$ cat src/rtl/rslatch_seq_pkg.sv
// -----------------------------------------------------------------------------
// rslatch_seq_pkg
// Shared types for the RS-latch sequencing controller.
//   op_e    : command operation encodings carried on cmd_op.
//   state_e : controller FSM states (also exported on the debug port).
//   max_int : helper used to size the shared pulse/settle counter.
// -----------------------------------------------------------------------------
package rslatch_seq_pkg;

    typedef enum logic [1:0] {
        OP_NOP    = 2'b00,
        OP_SET    = 2'b01,
        OP_CLR    = 2'b10,
        OP_TOGGLE = 2'b11
    } op_e;

    typedef enum logic [2:0] {
        INIT   = 3'd0,
        IDLE   = 3'd1,
        APPLY  = 3'd2,
        SETTLE = 3'd3,
        CHECK  = 3'd4,
        RESP   = 3'd5
    } state_e;

    function automatic int max_int(input int a, input int b);
        return (a > b) ? a : b;
    endfunction

endpackage

$ cat src/rtl/rslatch_seq_ctrl_if.sv
// -----------------------------------------------------------------------------
// rslatch_seq_ctrl_if
// Command/response bus between the register logic (master) and the latch
// sequencing controller (slave).
//   cmd_valid  master->slave  command present
//   cmd_ready  slave->master  controller can accept a command
//   cmd_idx    master->slave  target latch index (IDX_W bits)
//   cmd_op     master->slave  operation (see rslatch_seq_pkg::op_e)
//   rsp_valid  slave->master  one-cycle response strobe
//   rsp_ok     slave->master  readback matched the expected value
//   rsp_q      slave->master  q sampled at readback, held until next response
//
// Handshake: a command transfers on a rising clk edge where cmd_valid and
// cmd_ready are both 1. cmd_idx/cmd_op must be stable while cmd_valid is high,
// and the master keeps cmd_valid asserted until that transfer happens.
// cmd_valid while cmd_ready is 0 is ignored. rsp_valid has no back-pressure.
// -----------------------------------------------------------------------------
interface rslatch_seq_ctrl_if #(
    parameter int IDX_W = 3
);
    logic             cmd_valid;
    logic             cmd_ready;
    logic [IDX_W-1:0] cmd_idx;
    logic [1:0]       cmd_op;
    logic             rsp_valid;
    logic             rsp_ok;
    logic             rsp_q;

    modport master (
        output cmd_valid, cmd_idx, cmd_op,
        input  cmd_ready, rsp_valid, rsp_ok, rsp_q
    );

    modport slave (
        input  cmd_valid, cmd_idx, cmd_op,
        output cmd_ready, rsp_valid, rsp_ok, rsp_q
    );
endinterface

$ cat src/rtl/rslatch_seq_drv.sv
// -----------------------------------------------------------------------------
// rslatch_seq_drv
// Registered set/reset line driver for the latch bank.
//   clk, rst  : clock and synchronous active-high reset
//   idx       : latch to drive
//   set, clr  : which line to pulse (set wins if both are presented)
//   active    : drive the one-hot s or r line next cycle
//   clr_all   : drive every r line next cycle (bank initialisation)
//   latch_s   : registered per-latch set lines
//   latch_r   : registered per-latch reset lines
//   latch_en  : bank enable, 0 in reset and 1 afterwards
// The s and r masks are derived from mutually exclusive terms, so no bit can
// ever have both lines high.
// -----------------------------------------------------------------------------
module rslatch_seq_drv #(
    parameter int NUM_LATCH = 8,
    parameter int IDX_W     = 3
) (
    input  logic                 clk,
    input  logic                 rst,
    input  logic [IDX_W-1:0]     idx,
    input  logic                 set,
    input  logic                 clr,
    input  logic                 active,
    input  logic                 clr_all,
    output logic [NUM_LATCH-1:0] latch_s,
    output logic [NUM_LATCH-1:0] latch_r,
    output logic                 latch_en
);

    localparam logic [NUM_LATCH-1:0] ONE = {{(NUM_LATCH-1){1'b0}}, 1'b1};

    logic [NUM_LATCH-1:0] onehot;
    logic [NUM_LATCH-1:0] s_next;
    logic [NUM_LATCH-1:0] r_next;

    // Out-of-range indices shift the single 1 off the top and give an empty mask.
    assign onehot = ONE << idx;

    always_comb begin
        s_next = '0;
        r_next = '0;
        if (clr_all) begin
            r_next = '1;
        end else if (active && set) begin
            s_next = onehot;
        end else if (active && clr) begin
            r_next = onehot;
        end
    end

    always_ff @(posedge clk) begin
        if (rst) begin
            latch_s  <= '0;
            latch_r  <= '0;
            latch_en <= 1'b0;
        end else begin
            latch_s  <= s_next;
            latch_r  <= r_next;
            latch_en <= 1'b1;
        end
    end

    a_no_sr_overlap : assert property (@(posedge clk) (latch_s & latch_r) == '0);

endmodule

$ cat src/rtl/rslatch_seq_ctrl.sv
// -----------------------------------------------------------------------------
// rslatch_seq_ctrl
// Sequences SET/CLR/TOGGLE commands onto a bank of external RS latches:
// pulse s or r for PULSE_CYC cycles, hold both low for SETTLE_CYC cycles,
// read q/nq back and report pass/fail. After reset every latch is cleared.
//   clk, rst   : clock, synchronous active-high reset
//   bus        : command/response interface (slave side)
//   latch_s/r  : per-latch set/reset lines (registered, never both high)
//   latch_en   : bank enable
//   latch_q/nq : latch readback
//   dbg_state  : current FSM state
// Optional build macro RSLATCH_SEQ_RETRY_EN: a failed readback re-runs the
// pulse/settle/check sequence once with the same op; the second result is
// reported.
// -----------------------------------------------------------------------------
module rslatch_seq_ctrl
    import rslatch_seq_pkg::*;
#(
    parameter int NUM_LATCH  = 8,
    parameter int IDX_W      = 3,
    parameter int PULSE_CYC  = 4,
    parameter int SETTLE_CYC = 2
) (
    input  logic                 clk,
    input  logic                 rst,
    rslatch_seq_ctrl_if.slave    bus,
    output logic [NUM_LATCH-1:0] latch_s,
    output logic [NUM_LATCH-1:0] latch_r,
    output logic                 latch_en,
    input  logic [NUM_LATCH-1:0] latch_q,
    input  logic [NUM_LATCH-1:0] latch_nq,
    output state_e               dbg_state
);

    localparam int CNT_W = $clog2(max_int(PULSE_CYC, SETTLE_CYC) + 1);
    localparam logic [NUM_LATCH-1:0] ONE = {{(NUM_LATCH-1){1'b0}}, 1'b1};

    state_e             state;
    state_e             state_next;
    logic [CNT_W-1:0]   cnt;
    logic               in_init;     // SETTLE belongs to the post-reset clear
    logic [IDX_W-1:0]   idx_q;
    logic               set_q;       // resolved op: 1 = SET, 0 = CLR
    logic               rsp_ok_q;
    logic               rsp_q_q;
`ifdef RSLATCH_SEQ_RETRY_EN
    logic               retry_q;
`endif

    logic               cmd_bad;
    logic               cmd_nop;
    logic               q_at_cmd;
    logic               set_now;
    logic               q_sel;
    logic               nq_sel;
    logic               check_ok;

    logic [IDX_W-1:0]   drv_idx;
    logic               drv_set;
    logic               drv_active;
    logic               drv_clr_all;

    assign cmd_bad  = 32'(bus.cmd_idx) >= 32'(NUM_LATCH);
    assign cmd_nop  = (op_e'(bus.cmd_op) == OP_NOP);
    assign q_at_cmd = |(latch_q & (ONE << bus.cmd_idx));
    // TOGGLE becomes SET when the addressed latch currently reads 0.
    assign set_now  = (op_e'(bus.cmd_op) == OP_SET) ||
                      ((op_e'(bus.cmd_op) == OP_TOGGLE) && !q_at_cmd);
    assign q_sel    = |(latch_q  & (ONE << idx_q));
    assign nq_sel   = |(latch_nq & (ONE << idx_q));
    assign check_ok = (q_sel == set_q) && (nq_sel != q_sel);

    // State register
    always_ff @(posedge clk) begin
        if (rst) begin
            state <= INIT;
        end else begin
            state <= state_next;
        end
    end

    // Next-state logic
    always_comb begin
        state_next = state;
        case (state)
            INIT: begin
                // One lead cycle while the registered r lines come up, then
                // PULSE_CYC cycles of r driven.
                if (cnt == '0) state_next = SETTLE;
            end
            IDLE: begin
                if (bus.cmd_valid) state_next = (cmd_bad || cmd_nop) ? RESP : APPLY;
            end
            APPLY: begin
                if (cnt == CNT_W'(1)) state_next = SETTLE;
            end
            SETTLE: begin
                if (cnt == CNT_W'(1)) state_next = in_init ? IDLE : CHECK;
            end
            CHECK: begin
`ifdef RSLATCH_SEQ_RETRY_EN
                state_next = (!check_ok && !retry_q) ? APPLY : RESP;
`else
                state_next = RESP;
`endif
            end
            RESP: begin
                state_next = IDLE;
            end
            default: begin
                state_next = INIT;
            end
        endcase
    end

    // Output logic. Line drive requests look at the next state because the
    // driver registers them, so s/r are high exactly while the FSM is in APPLY.
    always_comb begin
        bus.cmd_ready = (state == IDLE);
        bus.rsp_valid = (state == RESP);
        bus.rsp_ok    = rsp_ok_q;
        bus.rsp_q     = rsp_q_q;
        drv_active    = (state_next == APPLY);
        drv_clr_all   = (state_next == INIT);
        drv_idx       = (state == IDLE) ? bus.cmd_idx : idx_q;
        drv_set       = (state == IDLE) ? set_now : set_q;
        dbg_state     = state;
    end

    // Counter and captured command/response registers
    always_ff @(posedge clk) begin
        if (rst) begin
            cnt      <= CNT_W'(PULSE_CYC);
            in_init  <= 1'b1;
            idx_q    <= '0;
            set_q    <= 1'b0;
            rsp_ok_q <= 1'b0;
            rsp_q_q  <= 1'b0;
        end else begin
            if (state_next == APPLY && state != APPLY) begin
                cnt <= CNT_W'(PULSE_CYC);
            end else if (state_next == SETTLE && state != SETTLE) begin
                cnt <= CNT_W'(SETTLE_CYC);
            end else if (cnt != '0) begin
                cnt <= cnt - CNT_W'(1);
            end

            if (state == IDLE && bus.cmd_valid) begin
                idx_q <= bus.cmd_idx;
                set_q <= set_now;
                // Immediate responses: bad index fails, NOP succeeds.
                if (cmd_bad || cmd_nop) rsp_ok_q <= !cmd_bad;
            end

            if (state == CHECK && state_next == RESP) begin
                rsp_ok_q <= check_ok;
                rsp_q_q  <= q_sel;
            end

            if (state == SETTLE && state_next == IDLE) in_init <= 1'b0;
        end
    end

`ifdef RSLATCH_SEQ_RETRY_EN
    always_ff @(posedge clk) begin
        if (rst) begin
            retry_q <= 1'b0;
        end else if (state == IDLE && bus.cmd_valid) begin
            retry_q <= 1'b0;
        end else if (state == CHECK && state_next == APPLY) begin
            retry_q <= 1'b1;
        end
    end
`endif

    rslatch_seq_drv #(
        .NUM_LATCH (NUM_LATCH),
        .IDX_W     (IDX_W)
    ) u_drv (
        .clk      (clk),
        .rst      (rst),
        .idx      (drv_idx),
        .set      (drv_set),
        .clr      (!drv_set),
        .active   (drv_active),
        .clr_all  (drv_clr_all),
        .latch_s  (latch_s),
        .latch_r  (latch_r),
        .latch_en (latch_en)
    );

endmodule

$ cat src/flat_wrapper.sv
// flat-port wrapper written by rule: the top's interface ports become plain ports
module rslatch_seq_ctrl_flat import rslatch_seq_pkg::*;
#(
    parameter int NUM_LATCH  = 8,
    parameter int IDX_W      = 3,
    parameter int PULSE_CYC  = 4,
    parameter int SETTLE_CYC = 2
)
  (clk, rst, latch_s, latch_r, latch_en, latch_q, latch_nq, dbg_state, bus_cmd_valid, bus_cmd_idx, bus_cmd_op, bus_cmd_ready, bus_rsp_valid, bus_rsp_ok, bus_rsp_q);
  rslatch_seq_ctrl_if #(.IDX_W(IDX_W)) bus_i ();
  input  logic clk;
  input  logic rst;
  output logic [NUM_LATCH-1:0] latch_s;
  output logic [NUM_LATCH-1:0] latch_r;
  output logic latch_en;
  input  logic [NUM_LATCH-1:0] latch_q;
  input  logic [NUM_LATCH-1:0] latch_nq;
  output state_e dbg_state;
  input wire logic [$bits(bus_i.cmd_valid)-1:0] bus_cmd_valid;
  input wire logic [$bits(bus_i.cmd_idx)-1:0] bus_cmd_idx;
  input wire logic [$bits(bus_i.cmd_op)-1:0] bus_cmd_op;
  output wire logic [$bits(bus_i.cmd_ready)-1:0] bus_cmd_ready;
  output wire logic [$bits(bus_i.rsp_valid)-1:0] bus_rsp_valid;
  output wire logic [$bits(bus_i.rsp_ok)-1:0] bus_rsp_ok;
  output wire logic [$bits(bus_i.rsp_q)-1:0] bus_rsp_q;
  assign bus_i.cmd_valid = bus_cmd_valid;
  assign bus_i.cmd_idx = bus_cmd_idx;
  assign bus_i.cmd_op = bus_cmd_op;
  assign bus_cmd_ready = bus_i.cmd_ready;
  assign bus_rsp_valid = bus_i.rsp_valid;
  assign bus_rsp_ok = bus_i.rsp_ok;
  assign bus_rsp_q = bus_i.rsp_q;
  rslatch_seq_ctrl #(.NUM_LATCH(NUM_LATCH), .IDX_W(IDX_W), .PULSE_CYC(PULSE_CYC), .SETTLE_CYC(SETTLE_CYC)) u_core (.clk(clk), .rst(rst), .bus(bus_i), .latch_s(latch_s), .latch_r(latch_r), .latch_en(latch_en), .latch_q(latch_q), .latch_nq(latch_nq), .dbg_state(dbg_state));
endmodule
$ cat config.mk
export PLATFORM = sky130hd
export DESIGN_NAME = rslatch_seq_ctrl_flat
export DESIGN_NICKNAME = d
export VERILOG_FILES = /design/src/rtl/rslatch_seq_pkg.sv /design/src/rtl/rslatch_seq_ctrl_if.sv /design/src/rtl/rslatch_seq_drv.sv /design/src/rtl/rslatch_seq_ctrl.sv /design/src/flat_wrapper.sv
export SDC_FILE = /design/constraint.sdc
export NUM_CORES = 1
export LEC_CHECK = 0
export CORE_MARGIN = 3
export CORE_UTILIZATION = 45
export CTS_CLUSTER_DIAMETER = 100
export DETAILED_ROUTE_END_ITERATION = 12
export PLACE_DENSITY = 0.8
export SYNTH_ARGS = -nofsm -noshare
export SYNTH_HDL_FRONTEND = slang
export SYNTH_SLANG_ARGS = --single-unit
$ cat constraint.sdc
create_clock -name clk -period 2.6 [get_ports clk]
set_clock_uncertainty 0.15 [all_clocks]
set_input_delay 0.65 -clock clk [delete_from_list [all_inputs] [get_ports clk]]
set_output_delay 0.65 -clock clk [all_outputs]
set_load 0.1 [all_outputs]
# After elaboration in Yosys (flattened, before gate mapping)
# Index checks and enable logic that the tools add are counted.
# word_totals
register_bits	30
in_bits	24
# classes
shifts	3
n_bitwise	4
eq_ne	16
mux	18
n_reduce_logical	27
addsub	1
# op_table
cell	n
$mux W3	9
$and A8 B8 Y8	3
$mux W8	3
$reduce_or A8 Y1	3
$shl A1 B3 Y8 const A	3
$pmux W3 S6	1
$eq A3 B2 Y1 const B	4
$eq A3 B1 Y1 const B	3
$eq A3 B3 Y1 const B	3
$logic_and A1 B1 Y1	9
$logic_not A3 Y1	3
$ne A3 B2 Y1 const B	2
$reduce_bool A2 Y1	3
$reduce_or A3 Y1	2
$mux W1	5
$reduce_bool A3 Y1	1
$sub A3 B1 Y3 const B	1
$eq A2 B1 Y1 const B	1
$eq A2 B2 Y1 const B	1
$logic_not A1 Y1	2
$logic_not A2 Y1	1
$reduce_and A2 Y1	1
$reduce_or A2 Y1	1
$eq A1 B1 Y1	1
other kinds (3)	3

# Longest topological paths before layout
# Gate-level depths: netlist of the first run.
# logic_depth
ltp_word	12
depth_mapped	8

# Hierarchy
# Synthesis of the first run repeated with hierarchy kept, for this count alone.
# hier_totals
hier_cells	157
hier_area_um2	1532.7
# modules_own_cells
mod	cells_per_inst	area_per_inst_um2	seq_area_each_um2	n_inst
rslatch_seq_ctrl	106	963.4	260.2	1
rslatch_seq_drv	51	569.3	340.3	1

# Least setup slack after synthesis of the first run
# No wires, ideal clock.
# synth_timing
path_kind	register to output
startpoint	register u_core.state[0] (netlist: u_core.dbg_state[0])
endpoint	output port bus_rsp_valid
setup_slack_ns	-0.289
required_ns	1.800
stages_incl_launch_ff	3
arrival_ns	2.089
path_buffers	1
path_cell_list	dfxtp_1 -> clkbuf_1 -> and3_1
# synth_between
elab_chain_cells	1
# synth_rtl
item	line	text
start: declaration	rslatch_seq_ctrl.sv:38	state_e state;
start signal: assignment	rslatch_seq_ctrl.sv:78	state <= state_next;
$eq A3 B3 Y1	rslatch_seq_ctrl.sv:120	bus.rsp_valid = (state == RESP);
end: declaration	flat_wrapper.sv:23	output wire logic [$bits(bus_i.rsp_valid)-1:0] bus_rsp_valid;
# No other way between the ends.

# Worst setup path in the final report of the first run
# layout_timing
startpoint	register u_core.state[0] (netlist: u_core.dbg_state[0])
endpoint	output port bus_cmd_ready
# layout_between
elab_chain_cells	1
# layout_rtl
item	line	text
$eq A3 B1 Y1	rslatch_seq_ctrl.sv:119	bus.cmd_ready = (state == IDLE);
end: declaration	flat_wrapper.sv:22	output wire logic [$bits(bus_i.cmd_ready)-1:0] bus_cmd_ready;
# No other way between the ends.

==> metrics.txt, run 1 <==
TritonCTS clock tree=done; f_max=~0.4 GHz; fin crit period=2.50 ns; drt first-iter violations=60; CP max-delay cell=or3b_4; Root Driver=clkbuf_4; dpl cell area=between 2000 and 2500 um2; DR vias=roughly 1400; antenna diode count=0; CTS Buffer Depth=2; DRT Pass-1 Iters=4; syn avg cell area=between 10 and 15 um2; Clk Latency, worst-skew pair=roughly 0.32 ns; Synth area leader=dfxtp_1; Total GRT Usage=approximately a fifth; Leakage=0.814 nW; Syn Inst Count=~150; total CTS buffers=5; final WL=just over 4 mm; Setup violations, final=0; CP bufs+invs=3; clock sinks=30; post-CTS sizing=1; global-route wire length before repair=roughly 6.5 mm; Hold Violations, Final=0; kind of critical path=register to output pin; Tot Pwr=about 2.4 mW; drc violations=0; area grow syn2layout=35.7%; share of the synthesized area in the top cell type=37.6%; PwrDens=1090 nW/um2; placed cells=roughly 250; CP delay by family, top=simple AND/OR/NAND/NOR gates; setup TNS=0 ns; fin crit share=96.1%; cts hold-fix bufs=0; Crit. End Element=output pin; Async SR Flop Fraction=0%; worst slew pin tran=about 0.73 ns; fin area=2170 um2; Post-CTS Setup Bufs=0; post-route ant nets=0; initial antenna violation count=0; die height=between 60 and 70 um; nets=around 230; slew margin rel.=50.8%; Syn. warnings=0; # rows=21; Fin Hold WS=between 0.3 and 0.4 ns; Initial Utilization=roughly 47%; layout cell share with drive strength beyond 1=between 30% and 40%; Port Buffers=47; crit path max fanout=12; RSZ-0062 raised after global routing=no; Ports=48; worst vdd ir=0.481 mV; routed len/inst=15.8 um; DIE AREA=4300 um2; GPL Wtd Cong=between 0.8 and 0.9; Most used DFF post-synth=dfxtp_1; Slew Viols, Final=0; CORE AREA=about 3400 um2; flops & latches, synth=30; die width=between 60 and 70 um; CP max stage delay=roughly 0.49 ns; Critical Path Start Type=register; sequential area share after synthesis=a little under two fifths; clock-pin slew on the worst setup and hold paths=0.10 ns; Post-Syn Nets=approximately 180; WP data arrival=1.70 ns; vias in the first global route=approximately 1400; Area contributors post-synth=dfxtp_1, mux4_2, mux2_2; Hold WC Path Type=register to register; H-tree Lvls=2; via-per-instance ratio=about 5.5; Fillers=~290; grt ovf=0; number of synthesized flops with an enable pin=0; synth unique cells=52; Critical Path RT=roughly 1.8 ns; max capacitance violation total=0; final std cells w/o fill=~260; cell breakdown of the critical path=or3b_4 -> inv_6 -> buf_4 -> buf_12; Cell Area, Synth=1600 um2; status=finished clean; DP HPWL=roughly 3.1 mm; largest net degree at the start of global routing=17
==> final timing paths <==
check	from	to	slack [ns]	cells after the start
worst max-delay path	u_core.dbg_state[0]	bus_cmd_ready	0.10	4
worst min-delay path	u_core.in_init	u_core.in_init	0.33	1
worst max register to register	u_core.cnt[0]	u_core.u_drv.latch_s[0]	0.33	4
worst min register to register	u_core.in_init	u_core.in_init	0.33	1
==> registers in the layout (all words and copies together) (netlist names) <==
| signal | count |
|---|---|
| u_core.bus.rsp_ok | 1 |
| u_core.bus.rsp_q | 1 |
| u_core.cnt | 3 |
| u_core.dbg_state | 3 |
| u_core.idx_q | 3 |
| u_core.in_init | 1 |
| u_core.set_q | 1 |
| u_core.u_drv.latch_en | 1 |
| u_core.u_drv.latch_r | 8 |
| u_core.u_drv.latch_s | 8 |
==> cells in the mapped netlist (2+ instances only) <==
library cell	count
mux4_2	4
a21oi_1	9
nor2b_1	3
buf_2	2
o21ai_0	3
nand2_1	8
nor4b_2	3
buf_6	2
clkbuf_1	3
mux2_2	7
nor3_1	2
nor3b_1	3
mux2i_1	5
or2_2	2
nor4b_1	3
dfxtp_1	30
nand4_1	4
o32ai_1	8
and3_1	2
nand2b_1	7
nor4_1	2
nand3_1	5
nor2_1	7
==> kinds of logic after synthesis <==
logic type / synth area share, %
buf+inv: 5.71
mux: 13.7
xor+xnor: 0.548
flops: 37.6
simple gates: 24.4
compound gates: 18.1
==> routing by layer <==
metal,global-route usage (%),share of wire (%),wire length [um]
met1,23.3,44,1770
met2,35.5,52,2100
met5,0,0,0
met3,4.27,3.5,143
met4,5.44,0.67,27
==> report_power, final <==
| group | switching, mW | internal (mW) |
|---|---|---|
| combinational | 0.985 | 0.423 |
| sequential | 0.0962 | 0.564 |
| clock | 0.169 | 0.130 |
| total | 1.25 | 1.12 |
==> per-stage QoR <==
step / setup slack (ns) / util [%]
global route: 0.0186 / 64.0
floorplan: 0.0573 / -
CTS: 0.101 / 64.0
detailed placement: -0.144 / 62.1
global placement: -0.0834 / 62.1
finish: 0.101 / 64.0
==> placed cells by master (no fill, tap or decap), types with 2 or more instances in the layout <==
master	n
nand2b_1	7
dfxtp_1	28
nand4_1	4
nor4b_2	3
mux2i_1	5
nor4b_1	3
buf_4	33
nor4_1	2
nand2_1	8
dfxtp_2	2
nor3_1	2
nor2b_1	3
mux2_2	7
or2_2	2
nor2_1	7
nor3b_1	3
mux4_2	4
nand3_1	5
o32ai_1	8
clkbuf_4	5
buf_12	2
clkdlybuf4s50_1	23
a21oi_1	9
o21ai_0	3
==> cell type report <==
class,instances,area [um2],area share [%]
timing repair buffer,58,518,23.9
inverter,3,16.3,0.750
sequential,30,603,27.8
tap,46,57.6,2.65
clock buffer,6,51.3,2.36
clock inverter,2,12.5,0.577
multi-input combinational,110,911,42.0
No activity file was read; power rests on OpenSTA's default activity.
==> run 2: changes to the inputs <==
Settings changed: SLEW_MARGIN set to 20.
==> results of run 2 <==
Final layout, timing and power as in run 1 (identical DEF).
==> run 3: changes to the inputs <==
Settings changed: CTS_BUF_LIST set to sky130_fd_sc_hd__clkbuf_2 sky130_fd_sc_hd__clkbuf_4 sky130_fd_sc_hd__clkbuf_8.
==> results of run 3 <==
Final layout, timing and power as in run 1 (identical DEF).
